### config.mk
export PLATFORM = sky130hd
export DESIGN_NAME = ioctl_loader_bridge_flat
export DESIGN_NICKNAME = d
export VERILOG_FILES = /design/src/rtl/ioctl_loader_bridge_if.sv /design/src/rtl/ioctl_loader_bridge.sv /design/src/flat_wrapper.sv
export SDC_FILE = /design/constraint.sdc
export NUM_CORES = 1
export LEC_CHECK = 0
export CORE_ASPECT_RATIO = 0.7
export CORE_MARGIN = 2
export CORE_UTILIZATION = 63
export DETAILED_ROUTE_END_ITERATION = 7
export DONT_BUFFER_PORTS = 1
export GPL_ROUTABILITY_DRIVEN = 0
export GPL_TIMING_DRIVEN = 0
export PLACE_DENSITY = 0.79
export SETUP_SLACK_MARGIN = 0.3
export SLEW_MARGIN = 20
export SYNTH_ARGS = -nofsm -noshare
export SYNTH_HDL_FRONTEND = slang
export SYNTH_SLANG_ARGS = --single-unit
export TNS_END_PERCENT = 1
### constraint.sdc
create_clock -name clk21m -period 3.4 [get_ports clk21m]
set_clock_uncertainty 0.15 [all_clocks]
set_input_delay 0.17 -clock clk21m [delete_from_list [all_inputs] [get_ports clk21m]]
set_output_delay 0.17 -clock clk21m [all_outputs]
set_load 0.02 [all_outputs]
### src/rtl/ioctl_loader_bridge_if.sv
// Signal bundle between the hps_io ioctl download port and the PC88 core
// loader port, plus the bridge's status outputs.
// master = the surrounding environment (hps_io + core), slave = the bridge.
interface ioctl_loader_bridge_if #(
  parameter int ADDR_W = 19
);
  // ioctl download side
  logic              dl_active;
  logic              dl_wr;
  logic [ADDR_W-1:0] dl_addr;
  logic [7:0]        dl_data;
  logic              dl_wait;

  // loader side
  logic [ADDR_W-1:0] ldr_adr;
  logic [7:0]        ldr_wdat;
  logic              ldr_wr;
  logic              ldr_ack;
  logic              ldr_oe;
  logic              ldr_done;

  // status
  logic [ADDR_W:0]   byte_count;
  logic              err_ovf;
  logic              err_timeout;

  modport master (
    output dl_active, dl_wr, dl_addr, dl_data, ldr_ack,
    input  dl_wait, ldr_adr, ldr_wdat, ldr_wr, ldr_oe, ldr_done,
           byte_count, err_ovf, err_timeout
  );

  modport slave (
    input  dl_active, dl_wr, dl_addr, dl_data, ldr_ack,
    output dl_wait, ldr_adr, ldr_wdat, ldr_wr, ldr_oe, ldr_done,
           byte_count, err_ovf, err_timeout
  );
endinterface

### src/rtl/ioctl_loader_bridge.sv
// Buffers the HPS ioctl ROM/IPL download stream in a small FIFO and replays
// it into the PC88 loader port under a request/acknowledge handshake, with
// ioctl back-pressure, ack timeout and sticky completion tracking.
// ADDR_W must match the ADDR_W of the connected interface instance.
module ioctl_loader_bridge #(
  parameter int ADDR_W      = 19,
  parameter int DEPTH_LOG2  = 2,
  parameter int ACK_TIMEOUT = 4095
) (
  input  logic                   clk21m,
  input  logic                   rstn,
  ioctl_loader_bridge_if.slave   bus
);

  localparam int DEPTH = 1 << DEPTH_LOG2;
  localparam int CNT_W = DEPTH_LOG2 + 1;
  localparam int ENT_W = ADDR_W + 8;
  localparam int TMO_W = (ACK_TIMEOUT < 2) ? 1 : $clog2(ACK_TIMEOUT + 1);

  // Output handshake FSM encoding
  localparam logic [1:0] ST_IDLE = 2'd0;
  localparam logic [1:0] ST_REQ  = 2'd1;
  localparam logic [1:0] ST_REL  = 2'd2;

  // FIFO storage and bookkeeping
  logic [ENT_W-1:0]      r_mem [DEPTH];
  logic [DEPTH_LOG2-1:0] r_wr_ptr;
  logic [DEPTH_LOG2-1:0] r_rd_ptr;
  logic [CNT_W-1:0]      r_count;
  logic                  r_dl_wait;
  logic                  r_err_ovf;

  // Edge detection and completion
  logic                  r_ack_q;
  logic                  r_dl_active_q;
  logic                  r_pend_end;
  logic                  r_ldr_done;
  logic                  r_ldr_oe;

  // Output FSM and loader-side registers
  logic [1:0]            r_state;
  logic                  r_ldr_wr;
  logic [ADDR_W-1:0]     r_ldr_adr;
  logic [7:0]            r_ldr_wdat;
  logic [TMO_W-1:0]      r_tcnt;
  logic [ADDR_W:0]       r_byte_count;
  logic                  r_err_timeout;

  logic                  w_full;
  logic                  w_fifo_empty;
  logic                  w_push;
  logic                  w_pop;
  logic                  w_issue;
  logic                  w_ack_rise;
  logic                  w_tmo_hit;
  logic                  w_dl_fall;
  logic [CNT_W-1:0]      w_count_next;
  logic [ENT_W-1:0]      w_head;

  // The full check deliberately ignores a same-cycle pop: a byte arriving
  // while the FIFO is full is dropped even if the head is leaving.
  assign w_full       = (r_count == CNT_W'(DEPTH));
  assign w_fifo_empty = (r_count == '0);
  assign w_push       = bus.dl_wr & ~r_ldr_done & ~w_full;
  assign w_ack_rise   = bus.ldr_ack & ~r_ack_q;
  assign w_tmo_hit    = (r_tcnt == TMO_W'(ACK_TIMEOUT));
  assign w_pop        = (r_state == ST_REQ) & (w_ack_rise | w_tmo_hit);
  assign w_issue      = (r_state == ST_IDLE) & ~w_fifo_empty;
  assign w_dl_fall    = r_dl_active_q & ~bus.dl_active;
  assign w_count_next = r_count + CNT_W'(w_push) - CNT_W'(w_pop);
  assign w_head       = r_mem[r_rd_ptr];

  // FIFO entry storage, written on every accepted byte
  // NOTE: the storage array has no reset; validity is tracked entirely by
  // r_count and the pointers, so stale contents are never observed.
  always_ff @(posedge clk21m) begin
    if (w_push) begin
      r_mem[r_wr_ptr] <= {bus.dl_addr, bus.dl_data};
    end
  end

  // FIFO pointers, occupancy, back-pressure and overflow flag
  // NOTE: all state is updated with non-blocking assignments so every
  // register samples the pre-edge values of its neighbours.
  always_ff @(posedge clk21m or negedge rstn) begin
    if (!rstn) begin
      r_wr_ptr  <= '0;
      r_rd_ptr  <= '0;
      r_count   <= '0;
      r_dl_wait <= 1'b0;
      r_err_ovf <= 1'b0;
    end else begin
      if (w_push) begin
        r_wr_ptr <= r_wr_ptr + DEPTH_LOG2'(1);
      end
      if (w_pop) begin
        r_rd_ptr <= r_rd_ptr + DEPTH_LOG2'(1);
      end
      r_count <= w_count_next;
      // Raised one slot early so the HPS has a cycle to react before full
      r_dl_wait <= (w_count_next >= CNT_W'(DEPTH - 1));
      if (bus.dl_wr & ~r_ldr_done & w_full) begin
        r_err_ovf <= 1'b1;
      end
    end
  end

  // Input edge registers and the pending end-of-download marker
  always_ff @(posedge clk21m or negedge rstn) begin
    if (!rstn) begin
      r_ack_q       <= 1'b0;
      r_dl_active_q <= 1'b0;
      r_pend_end    <= 1'b0;
    end else begin
      r_ack_q       <= bus.ldr_ack;
      r_dl_active_q <= bus.dl_active;
      if (w_dl_fall) begin
        r_pend_end <= 1'b1;
      end
    end
  end

  // Loader request/acknowledge FSM with ack timeout and write counter
  always_ff @(posedge clk21m or negedge rstn) begin
    if (!rstn) begin
      // Starting in REL means an ack already high at reset release must
      // fall before anything is issued, so it cannot count as a rise.
      r_state       <= ST_REL;
      r_ldr_wr      <= 1'b0;
      r_ldr_adr     <= '0;
      r_ldr_wdat    <= '0;
      r_tcnt        <= '0;
      r_byte_count  <= '0;
      r_err_timeout <= 1'b0;
    end else begin
      case (r_state)
        ST_IDLE: begin
          if (w_issue) begin
            r_ldr_adr  <= w_head[ENT_W-1:8];
            r_ldr_wdat <= w_head[7:0];
            r_ldr_wr   <= 1'b1;
            r_tcnt     <= '0;
            r_state    <= ST_REQ;
          end
        end
        ST_REQ: begin
          // Ack is checked first so it wins over a same-cycle timeout
          if (w_ack_rise) begin
            r_ldr_wr <= 1'b0;
            if (r_byte_count != '1) begin
              r_byte_count <= r_byte_count + (ADDR_W + 1)'(1);
            end
            r_state <= ST_REL;
          end else if (w_tmo_hit) begin
            r_ldr_wr      <= 1'b0;
            r_err_timeout <= 1'b1;
            r_state       <= ST_REL;
          end else begin
            r_tcnt <= r_tcnt + TMO_W'(1);
          end
        end
        ST_REL: begin
          // Enforce an ack-low gap between consecutive requests
          if (!bus.ldr_ack) begin
            r_state <= ST_IDLE;
          end
        end
        default: begin
          r_state <= ST_IDLE;
        end
      endcase
    end
  end

  // Sticky completion flag and loader output-enable
  always_ff @(posedge clk21m or negedge rstn) begin
    if (!rstn) begin
      r_ldr_done <= 1'b0;
      r_ldr_oe   <= 1'b0;
    end else begin
      if (r_pend_end & w_fifo_empty & ~w_push & (r_state == ST_IDLE)) begin
        r_ldr_done <= 1'b1;
      end
      r_ldr_oe <= ~r_ldr_done &
                  (bus.dl_active | ~w_fifo_empty | (r_state != ST_IDLE));
    end
  end

  assign bus.dl_wait     = r_dl_wait;
  assign bus.ldr_adr     = r_ldr_adr;
  assign bus.ldr_wdat    = r_ldr_wdat;
  assign bus.ldr_wr      = r_ldr_wr;
  assign bus.ldr_oe      = r_ldr_oe;
  assign bus.ldr_done    = r_ldr_done;
  assign bus.byte_count  = r_byte_count;
  assign bus.err_ovf     = r_err_ovf;
  assign bus.err_timeout = r_err_timeout;

endmodule

### src/flat_wrapper.sv
// flat-port wrapper written by rule: the top's interface ports become plain ports
module ioctl_loader_bridge_flat 
#(
  parameter int ADDR_W      = 19,
  parameter int DEPTH_LOG2  = 2,
  parameter int ACK_TIMEOUT = 4095
)
  (clk21m, rstn, bus_dl_active, bus_dl_wr, bus_dl_addr, bus_dl_data, bus_ldr_ack, bus_dl_wait, bus_ldr_adr, bus_ldr_wdat, bus_ldr_wr, bus_ldr_oe, bus_ldr_done, bus_byte_count, bus_err_ovf, bus_err_timeout);
  ioctl_loader_bridge_if #(.ADDR_W(ADDR_W)) bus_i ();
  input  logic clk21m;
  input  logic rstn;
  input wire logic [$bits(bus_i.dl_active)-1:0] bus_dl_active;
  input wire logic [$bits(bus_i.dl_wr)-1:0] bus_dl_wr;
  input wire logic [$bits(bus_i.dl_addr)-1:0] bus_dl_addr;
  input wire logic [$bits(bus_i.dl_data)-1:0] bus_dl_data;
  input wire logic [$bits(bus_i.ldr_ack)-1:0] bus_ldr_ack;
  output wire logic [$bits(bus_i.dl_wait)-1:0] bus_dl_wait;
  output wire logic [$bits(bus_i.ldr_adr)-1:0] bus_ldr_adr;
  output wire logic [$bits(bus_i.ldr_wdat)-1:0] bus_ldr_wdat;
  output wire logic [$bits(bus_i.ldr_wr)-1:0] bus_ldr_wr;
  output wire logic [$bits(bus_i.ldr_oe)-1:0] bus_ldr_oe;
  output wire logic [$bits(bus_i.ldr_done)-1:0] bus_ldr_done;
  output wire logic [$bits(bus_i.byte_count)-1:0] bus_byte_count;
  output wire logic [$bits(bus_i.err_ovf)-1:0] bus_err_ovf;
  output wire logic [$bits(bus_i.err_timeout)-1:0] bus_err_timeout;
  assign bus_i.dl_active = bus_dl_active;
  assign bus_i.dl_wr = bus_dl_wr;
  assign bus_i.dl_addr = bus_dl_addr;
  assign bus_i.dl_data = bus_dl_data;
  assign bus_i.ldr_ack = bus_ldr_ack;
  assign bus_dl_wait = bus_i.dl_wait;
  assign bus_ldr_adr = bus_i.ldr_adr;
  assign bus_ldr_wdat = bus_i.ldr_wdat;
  assign bus_ldr_wr = bus_i.ldr_wr;
  assign bus_ldr_oe = bus_i.ldr_oe;
  assign bus_ldr_done = bus_i.ldr_done;
  assign bus_byte_count = bus_i.byte_count;
  assign bus_err_ovf = bus_i.err_ovf;
  assign bus_err_timeout = bus_i.err_timeout;
  ioctl_loader_bridge #(.ADDR_W(ADDR_W), .DEPTH_LOG2(DEPTH_LOG2), .ACK_TIMEOUT(ACK_TIMEOUT)) u_core (.clk21m(clk21m), .rstn(rstn), .bus(bus_i));
endmodule
# Word level (Yosys, flattened, before mapping)
# Memory sizes are Yosys's and may differ from the RTL's. A register that Yosys moved wholly into a read port is not among the register bits.
# Index checks and enable logic that the tools add are counted.
# op_classes
eq_ne	10
muxes	15
n_lt_le_gt_ge	1
n_reduce_logical	11
bitwise	21
addsub	6
# ops
op	n
$mux W12	3
$pmux W12 S2	1
$add A20 B1 Y20 const B	1
$ne A20 B20 Y1 const B	1
$add A12 B1 Y12 const B	1
$eq A12 B12 Y1 const B	1
$reduce_and A3 Y1	4
$and A1 B1 Y1	11
$mux W2	4
$not A1 Y1	7
$ne A2 B2 Y1 const B	3
$pmux W2 S3	1
$mux W1	5
$add A2 B1 Y2 const B	2
$reduce_and A4 Y1	1
$reduce_bool A2 Y1	2
$add A3 B1 Y3	1
$eq A3 B3 Y1 const B	1
$ge A3 B2 Y1 const B	1
$logic_not A3 Y1	1
$ne A3 B1 Y1 const B	1
$or A1 B1 Y1	3
$sub A3 B1 Y3	1
$eq A2 B1 Y1 const B	1
other kinds (6)	6
# word_totals
in_bits	32
wordCells	80
ff_bits	50
ram_bits	108
mem_count	1
# mem_list
memory	depth	word_bits	rd	rd_ports_with_merged_regs	write_ports	line	source
u_core.r_mem	4	27	1	1	1	ioctl_loader_bridge.sv:26	logic [ENT_W-1:0] r_mem [DEPTH];

# Longest topological paths before layout
# Gate-level depths: netlist of run 1.
# depth
ltp_word	6
mapped_depth	13

# Least setup slack after synthesis of run 1
# OpenSTA, ideal clock, no wires.
# synth_timing
path_kind	register -> register
from	register u_core.r_tcnt[0]
to	register u_core.r_dl_wait (netlist: u_core.bus.dl_wait)
synth_period_minus_slack_ns	2.735
required_ns	3.132
arrival_time_ns	2.467
slack_ns	0.665
stages_incl_launch_ff	14
n_path_buf	1
setup_ns	0.118
cell_sequence	dfrtp_1 -> ha_1 -> and3_1 -> buf_2 -> nand4_2 -> o21ai_2 -> ha_1 -> inv_1 -> ha_1 -> inv_1 -> fa_1 -> xnor2_1 -> xnor2_1 -> a21o_1
# synth_via
elab_chain_cells	5
# synth_rtl
item	line	source
start: declaration	ioctl_loader_bridge.sv:45	logic [TMO_W-1:0] r_tcnt;
start signal: assignment	ioctl_loader_bridge.sv:159	r_tcnt <= r_tcnt + TMO_W'(1);
$eq A12 B12 Y1	ioctl_loader_bridge.sv:66	assign w_tmo_hit = (r_tcnt == TMO_W'(ACK_TIMEOUT));
$or A1 B1 Y1	ioctl_loader_bridge.sv:67	assign w_pop = (r_state == ST_REQ) & (w_ack_rise | w_tmo_hit);
$and A1 B1 Y1	ioctl_loader_bridge.sv:67	
named net u_core.w_pop	ioctl_loader_bridge.sv:52	logic w_pop;
$sub A3 B1 Y3	ioctl_loader_bridge.sv:70	assign w_count_next = r_count + CNT_W'(w_push) - CNT_W'(w_pop);
named net u_core.w_count_next[2]	ioctl_loader_bridge.sv:57	logic [CNT_W-1:0] w_count_next;
$ge A3 B2 Y1	ioctl_loader_bridge.sv:101	r_dl_wait <= (w_count_next >= CNT_W'(DEPTH - 1));
end signal: assignment	ioctl_loader_bridge.sv:101	
end: declaration	ioctl_loader_bridge.sv:30	logic r_dl_wait;
# The timed path passes the listed nets, and every way through them passes these cells.
# A chain may end at the register's enable or synchronous reset.

# Worst setup path after layout of run 1
# Same ends and word-level chain as after synthesis.

==> metrics.log, run 1 <==
INFO  metric synth.largest_area_cell = sky130_fd_sc_hd__edfxtp_1
INFO  metric grt_met1_use = 32.4%
INFO  metric final_core_util = 75.9%
INFO  metric timing_worst_setup_path_type = reg2reg
INFO  metric synth_ff_type = sky130_fd_sc_hd__edfxtp_1
INFO  metric postSynthRegisterBits = 185
INFO  metric dp.cells = 576
INFO  metric drtAntennaViolNets = 0
INFO  metric netlist_area_before_placement = 0.00733 sq mm
INFO  metric synth.yosys.seq_area_share = 70.6%
INFO  metric groute.usage.overall = 22.8%
INFO  metric global_route.usage.met3 = 6.69%
INFO  metric postSynth.asyncResetShare = 41.6%
INFO  metric drt_first_pass_iters = 7
INFO  metric max-slew-margin-rel = 48.0%
INFO  metric slew_viol_final = 0
INFO  metric insertion_delay_to_the_later_sink_of_the_worst_skew_pair = 0.42 ns
INFO  metric vdd_ir_drop_max = 489 uV
INFO  metric post_synth_num_cell_types = 51
INFO  metric hold_class = in2async
INFO  metric aggregate_negative_setup_slack = 0 ns
INFO  metric final_min_period = 2.94 ns
INFO  metric num_vias = 3,827
INFO  metric grt-ovfl-total = 0
INFO  metric critical-path-top-cell-by-count = sky130_fd_sc_hd__ha_1
INFO  metric dpl_worst_slack = 0.350 ns
INFO  metric max_stage_delay = 0.40 ns
INFO  metric outcome = finished, final reports clean
INFO  metric kind_of_start_point_of_the_critical_path = flop
INFO  metric stdcell_count = 641
INFO  metric synth.yosys.warnings = 0
INFO  metric multi_input_gate_area = 0.00208 sq mm
INFO  metric ios = 85
INFO  metric rr_startpoint = u_core.r_tcnt[0]
INFO  metric worst_setup_hold_path_clk_slew = 0.07 ns
INFO  metric drt-total-wl = 13,200 microns
INFO  metric synth.top_cells.by_count = 108 x sky130_fd_sc_hd__edfxtp_1, 76 x sky130_fd_sc_hd__dfrtp_1, 28 x sky130_fd_sc_hd__mux2_2, 27 x sky130_fd_sc_hd__mux4_2, 17 x sky130_fd_sc_hd__nand2_1
INFO  metric cts_max_path_buffers = 2
INFO  metric report.final.hold_viol_count = 0
INFO  metric critical_path_arrival = 3.10 ns
INFO  metric dr.first_iter.drc_count = 233
INFO  metric number_of_sinks_handled_by_clock_tree_synthesis = 185
INFO  metric clk_root_buffer_cell = sky130_fd_sc_hd__clkbuf_16
INFO  metric vias_in_the_first_global_route = 3,873
INFO  metric max_clock_freq = 0.340 GHz
INFO  metric share_of_layout_cells_above_drive_strength_1 = 24.2%
INFO  metric antenna-diode-count = 0
INFO  metric final_net_count = 516
INFO  metric timing.critical_path.cells = ha_1, and3_1, buf_2, nand4_4, o21ai_4, ha_1, inv_1, ha_1, inv_1, fa_1, xnor2_1, xnor2_1, a21o_1
INFO  metric leakagePower = 0.00321 uW
INFO  metric die_area = 0.0125 sq mm
INFO  metric gr-max-usage-layer = met2
INFO  metric areaGrowthSynthToFinish = 15.6%
INFO  metric setup_viol = 0
INFO  metric grt_antenna_before_repair = 0
INFO  metric setup_ws = 0.461 ns
INFO  metric nFillCells = 615
INFO  metric number_of_cts_inserted_buffers = 17
INFO  metric finalHoldWorstSlack = 0.137 ns
INFO  metric htree_levels = 4
INFO  metric timing.max_cap.violations = 0
INFO  metric cp.buffers_inverters = 3
INFO  metric powerDensity = 789 mW/mm^2
INFO  metric post-route-drc-count = 0
INFO  metric die_h = 94.2 microns
INFO  metric detail_route.vias_per_cell = 5.97
INFO  metric critical_path.top_delay_family = adder cells
INFO  metric max_slew.worst_pin.slew = 0.780 ns
INFO  metric synthTopCellsByArea = sky130_fd_sc_hd__edfxtp_1 44%, sky130_fd_sc_hd__dfrtp_1 26%, sky130_fd_sc_hd__mux4_2 8.3%
INFO  metric coreArea = 0.0112 sq mm
INFO  metric synth_edf_count = 108
INFO  metric end_kind = flop
INFO  metric yosysTopAreaCellShare = 44.2%
INFO  metric synth.net_count = 464
INFO  metric port_buffers = 0
INFO  metric portion_of_the_clock_cycle_consumed_by_the_worst_path_in_the_final_layout = 86.4%
INFO  metric avg_inst_size_synth = 17.3 sq um
INFO  metric die_width = 133 microns
INFO  metric hpwl = 8170 microns
INFO  metric startpoint = u_core.r_tcnt[0]
INFO  metric row_count = 32
INFO  metric global_route_wire_length_before_repair = 20,900 microns
INFO  metric unrepaired_setup_endpoints_after_global_routing = false
INFO  metric gr-usage-met2 = 34.8%
INFO  metric post_drt_wl_per_cell = 20.7 microns
INFO  metric effective_utilization_at_floorplan = 65.6%
INFO  metric required = 3.56 ns
INFO  metric cts_tree = done
INFO  metric path_max_fanout = 7
INFO  metric timing.critical_path.slowest_stage_cell = sky130_fd_sc_hd__dfrtp_1
INFO  metric yosysMostFrequentCell = sky130_fd_sc_hd__edfxtp_1
INFO  metric grt_max_degree = 78
INFO  metric synthesis.instances = 423
INFO  metric ff_latch_area = 0.00517 sq mm
==> through the flow <==
step           area (sq um)  total power [uW]
2_1_floorplan          7330              4380
3_3_place_gp           7520              4660
3_5_place_dp           7530              4740
4_1_cts                8450              6740
5_1_grt                8470              7000
6_report               8470              6690
==> layer usage <==
metal | up-vias | wire, microns
li1 | 1736 | -
met1 | 1957 | 6050
met2 | 124 | 6320
met3 | 10 | 734
met4 | 0 | 144
met5 | - | 0
==> worst reg2reg max path, stage by stage, from the launching register on <==
cell and delay, ns:
sky130_fd_sc_hd__dfrtp_1 0.40, sky130_fd_sc_hd__ha_1 0.21, sky130_fd_sc_hd__and3_1 0.15, sky130_fd_sc_hd__buf_2 0.18
sky130_fd_sc_hd__nand4_4 0.18, sky130_fd_sc_hd__o21ai_4 0.23, sky130_fd_sc_hd__ha_1 0.25, sky130_fd_sc_hd__inv_1 0.06
sky130_fd_sc_hd__ha_1 0.13, sky130_fd_sc_hd__inv_1 0.05, sky130_fd_sc_hd__fa_1 0.37, sky130_fd_sc_hd__xnor2_1 0.15
sky130_fd_sc_hd__xnor2_1 0.15, sky130_fd_sc_hd__a21o_1 0.17
==> layout by cell type, fill, tap and decap left out, drive strengths merged, types with 2 or more instances in the layout <==
cell type | netlist | routed
and2 | 6 | 6
a31oi | 3 | 3
o31ai | 3 | 3
nor3 | 4 | 4
dlygate4sd3 | 0 | 31
o21bai | 2 | 2
nand2 | 18 | 18
a21o | 5 | 5
dfrtp | 76 | 76
nand4 | 9 | 9
nand2b | 2 | 2
nor2 | 15 | 15
clkbuf | 3 | 21
nand3 | 14 | 14
mux2 | 28 | 28
edfxtp | 108 | 108
a21oi | 6 | 6
buf | 11 | 13
mux4 | 27 | 27
o21ai | 15 | 15
nor2b | 2 | 2
and3 | 6 | 6
xnor2 | 14 | 14
inv | 8 | 14
xor2 | 10 | 10
a211oi | 2 | 2
ha | 8 | 8
clkinv | 0 | 6
and4 | 7 | 7
==> sequential cells by signal (all words and copies together), names as in the netlist, 2 cells and up <==
name,count
u_core.r_mem,108
u_core.bus.byte_count,20
u_core.bus.ldr_adr,19
u_core.r_tcnt,12
u_core.bus.ldr_wdat,8
u_core.r_count,3
u_core.r_rd_ptr,2
u_core.r_state,2
u_core.r_wr_ptr,2
==> power by group <==
part	switching [uW]	internal, uW	leakage, uW
Combinational	702	731	0.000991
Sequential	562	2770	0.00193
Clock	878	1040	0.000284
Total	2140	4550	0.00321
==> worst paths after layout <==
kind | to | slack, ns | depth (start not counted)
worst max-delay path | u_core.bus.dl_wait | 0.46 | 13
worst min-delay path | u_core.bus.byte_count[9] | 0.14 | 2
worst max register to register | u_core.bus.dl_wait | 0.46 | 13
worst min register to register | u_core.r_pend_end | 0.31 | 1
max in group asynchronous | u_core.r_state[1] | 2.60 | 2
min in group clk21m | u_core.bus.byte_count[2] | 0.14 | 4
==> area by class of cell <==
| type | instances | area share (%) |
|---|---|---|
| timing repair buffer | 33 | 4.08 |
| sequential | 185 | 61.0 |
| inverter | 8 | 0.354 |
| buffer | 14 | 0.871 |
| clock buffer | 18 | 5.06 |
| tap | 153 | 2.26 |
| multi-input combinational | 216 | 24.5 |
| clock inverter | 14 | 1.86 |
==> timing repair <==
action / CTS / global route
endpoints found under the setup margin: 0 / 2
gates resized for setup: 0 / 2
hold buffers: 32 / 0
setup buffers: 0 / 1
endpoints found under the hold margin: 191 / 0
==> logic make-up (layout without fill, tap and decap cells) <==
family          after synthesis  count (layout)  share of synthesized area [%]
mux                          55              55                           12.6
flops                       185             185                           70.6
buf+inv                      22              87                           1.42
fa+ha+maj                     9               9                           1.64
simple gates                 88              88                           6.96
compound gates               40              40                           3.96
xor+xnor                     24              24                           2.87
No activity file was read; power rests on OpenSTA's default activity.
==> run 2: changes to the inputs <==
--- a/config.mk
+++ b/config.mk
@@ -7,12 +7,11 @@
 export LEC_CHECK = 0
 export CORE_ASPECT_RATIO = 0.7
 export CORE_MARGIN = 2
-export CORE_UTILIZATION = 63
+export CORE_UTILIZATION = 45
 export DETAILED_ROUTE_END_ITERATION = 7
 export DONT_BUFFER_PORTS = 1
 export GPL_ROUTABILITY_DRIVEN = 0
 export GPL_TIMING_DRIVEN = 0
-export PLACE_DENSITY = 0.79
 export SETUP_SLACK_MARGIN = 0.3
 export SLEW_MARGIN = 20
 export SYNTH_ARGS = -nofsm -noshare
==> metrics.log, run 2 (synthesis gave the netlist of run 1 again) <==
INFO  metric antenna-diode-count = 0 (unchanged)
INFO  metric timing.critical_path.cells = ha_1, and3_1, buf_2, nand4_4, o21ai_4, ha_1, inv_1, ha_1, inv_1, fa_1, xnor2_1, xnor2_1, a21o_1
INFO  metric mostFrequentLayoutCells = 108 x sky130_fd_sc_hd__edfxtp_1, 76 x sky130_fd_sc_hd__dfrtp_1, 31 x sky130_fd_sc_hd__dlygate4sd3_1
INFO  metric max_stage_delay = 0.41 ns (about the same)
INFO  metric layout_commonest_cell = sky130_fd_sc_hd__edfxtp_1
INFO  metric max-slew-margin-rel = 51.3% (+3.3 points)
INFO  metric grt_antenna_before_repair = 0 (unchanged)
INFO  metric timing_worst_setup_path_type = reg2reg
INFO  metric htree_levels = 4 (unchanged)
INFO  metric report.final.hold_viol_count = 0 (unchanged)
INFO  metric cts_tree = done
INFO  metric portion_of_the_clock_cycle_consumed_by_the_worst_path_in_the_final_layout = 86.3% (-0.18 points)
INFO  metric number_of_cts_inserted_buffers = 17 (unchanged)
INFO  metric drtAntennaViolNets = 0 (unchanged)
INFO  metric die_width = 157 microns (+18%)
INFO  metric insertion_delay_to_the_later_sink_of_the_worst_skew_pair = 0.43 ns (about the same)
INFO  metric global_route_wire_length_before_repair = 22,000 microns (+5.0%)
INFO  metric worst_setup_hold_path_clk_slew = 0.07 ns (about the same)
INFO  metric largest_register_ff_count = 108 (unchanged)
INFO  metric max_slew.worst_pin.slew = 0.730 ns (-0.0496 ns)
INFO  metric vias_in_the_first_global_route = 3,875 (+0.052%)
INFO  metric clk_root_buffer_cell = sky130_fd_sc_hd__clkbuf_16
INFO  metric share_of_layout_cells_above_drive_strength_1 = 24.8% (+0.62 points)
INFO  metric final_net_count = 520 (+0.78%)
INFO  metric detail_route.vias_per_cell = 5.43 (-9.1%)
INFO  metric grt_max_degree = 78 (unchanged)
INFO  metric num_vias = 3,757 (-1.8%)
INFO  metric powerDensity = 774 mW/mm^2 (-1.9%)
INFO  metric hpwl = 8660 microns (+6.0%)
INFO  metric row_count = 38 (+19%)
INFO  metric end_kind = flop
INFO  metric top_register = u_core.r_mem
INFO  metric post-route-drc-count = 0 (unchanged)
INFO  metric critical-path-top-cell-by-count = sky130_fd_sc_hd__ha_1
INFO  metric vdd_ir_drop_max = 376 uV (-23%)
INFO  metric critical_path_arrival = 3.11 ns (about the same)
INFO  metric final_area = 0.00861 sq mm (+1.7%)
INFO  metric cp.buffers_inverters = 3 (unchanged)
INFO  metric final_min_period = 2.93 ns (-0.00609 ns)
INFO  metric leakagePower = 0.00324 uW (+1.1%)
INFO  metric drt-total-wl = 13,600 microns (+2.4%)
INFO  metric cts_max_path_buffers = 2 (unchanged)
INFO  metric coreArea = 0.0157 sq mm (+40%)
INFO  metric path_max_fanout = 7 (unchanged)
INFO  metric critical_path.top_delay_family = adder cells
INFO  metric drt_first_pass_iters = 5 (-2)
INFO  metric outcome = finished, final reports clean
INFO  metric areaGrowthSynthToFinish = 17.5%
INFO  metric grt-ovfl-total = 0 (unchanged)
INFO  metric timing.critical_path.slowest_stage_cell = sky130_fd_sc_hd__dfrtp_1
INFO  metric max_clock_freq = 0.341 GHz (+0.21%)
INFO  metric slew_viol_final = 0 (unchanged)
INFO  metric unrepaired_setup_endpoints_after_global_routing = false
INFO  metric final_core_util = 54.9% (-21 points)
INFO  metric aggregate_negative_setup_slack = 0 ns (unchanged)
INFO  metric required = 3.57 ns (about the same)
INFO  metric dr.first_iter.drc_count = 277 (+19%)
INFO  metric die_area = 0.0173 sq mm (+38%)
INFO  metric hold_class = in2async
INFO  metric port_buffers = 0 (unchanged)
INFO  metric dpl_cell_area = 0.00767 sq mm (+1.9%)
INFO  metric kind_of_start_point_of_the_critical_path = flop
INFO  metric die_h = 111 microns (+18%)
INFO  metric ios = 85 (unchanged)
INFO  metric number_of_sinks_handled_by_clock_tree_synthesis = 185 (unchanged)
INFO  metric groute.usage.overall = 17.0% (-5.8 points)
INFO  metric effective_utilization_at_floorplan = 46.7% (-19 points)
INFO  metric timing.max_cap.violations = 0 (unchanged)
INFO  metric setup_viol = 0 (unchanged)
INFO  metric post_drt_wl_per_cell = 19.6 microns (-5.2%)
## run 2: changes by cell type in the layout (fill, tap and decap cells not counted)
cell                        before  now
sky130_fd_sc_hd__clkbuf_8        0    2
sky130_fd_sc_hd__inv_8           3    5
sky130_fd_sc_hd__buf_12          0    3
sky130_fd_sc_hd__buf_16          1    2
sky130_fd_sc_hd__clkbuf_1        4    3
sky130_fd_sc_hd__clkinv_4        5    3
sky130_fd_sc_hd__inv_6           3    2
sky130_fd_sc_hd__clkinv_1        0    1
sky130_fd_sc_hd__bufinv_16       1    0
## run 2: final cells by class
class / count / area (sq um)
flip-flops and latches: 185 / 5170
multi-input cells: 216 / 2080
repair buffers: 37 / 433
fillers: 1252 / 7080
plain buffers: 14 / 73.8
inverters: 8 / 30.0
clock buffers: 19 / 453
clock inverters: 13 / 128
well taps: 200 / 250
## run 2: what timing repair did
action | in CTS | in global routing
pin swaps | 0 | 1
gates resized for setup | 1 | 1
endpoints found under the hold margin | 191 | 0
setup buffers | 0 | 1
hold buffers | 32 | 0
setup endpoints to repair | 1 | 2
## run 2: power by group
group | internal (uW) | total (uW) | switching (uW)
Combinational | 749 | 1410 | 664
Clock | 1010 | 1910 | 903
Sequential | 2770 | 3340 | 573
Total | 4530 | 6670 | 2140
## run 2: worst paths after layout
path	endpoint	slack, ns	cells past startpoint	from
setup / recovery	u_core.bus.dl_wait	0.47	13	u_core.r_tcnt[0]
hold / removal	u_core.bus.ldr_adr[8]	0.13	2	rstn
setup reg to reg	u_core.bus.dl_wait	0.47	13	u_core.r_tcnt[0]
hold reg to reg	u_core.r_pend_end	0.32	1	u_core.r_dl_active_q
max in group asynchronous	u_core.r_state[1]	2.59	2	rstn
min in group clk21m	u_core.bus.byte_count[2]	0.13	4	bus_ldr_ack
## run 2: through the flow
step	hold slack, ns	setup slack, ns	std cells	total power (uW)
after floorplan	-0.276	0.665	423	4380
after detailed placement	-0.275	0.265	627	4780
after global placement	-0.274	0.253	623	4700
after CTS	0.111	0.324	691	6770
final	0.127	0.467	692	6670
after global routing	0.165	0.303	692	7040
## run 2: metal layers
layer  share of wire [%]  up-vias  GRT usage (%)
met4                 1.7        0           6.42
met5                   0        -              0
li1                    -     1730              -
met3                 6.2       19           5.90
met2                  46       80           24.7
met1                  46     1928           23.6
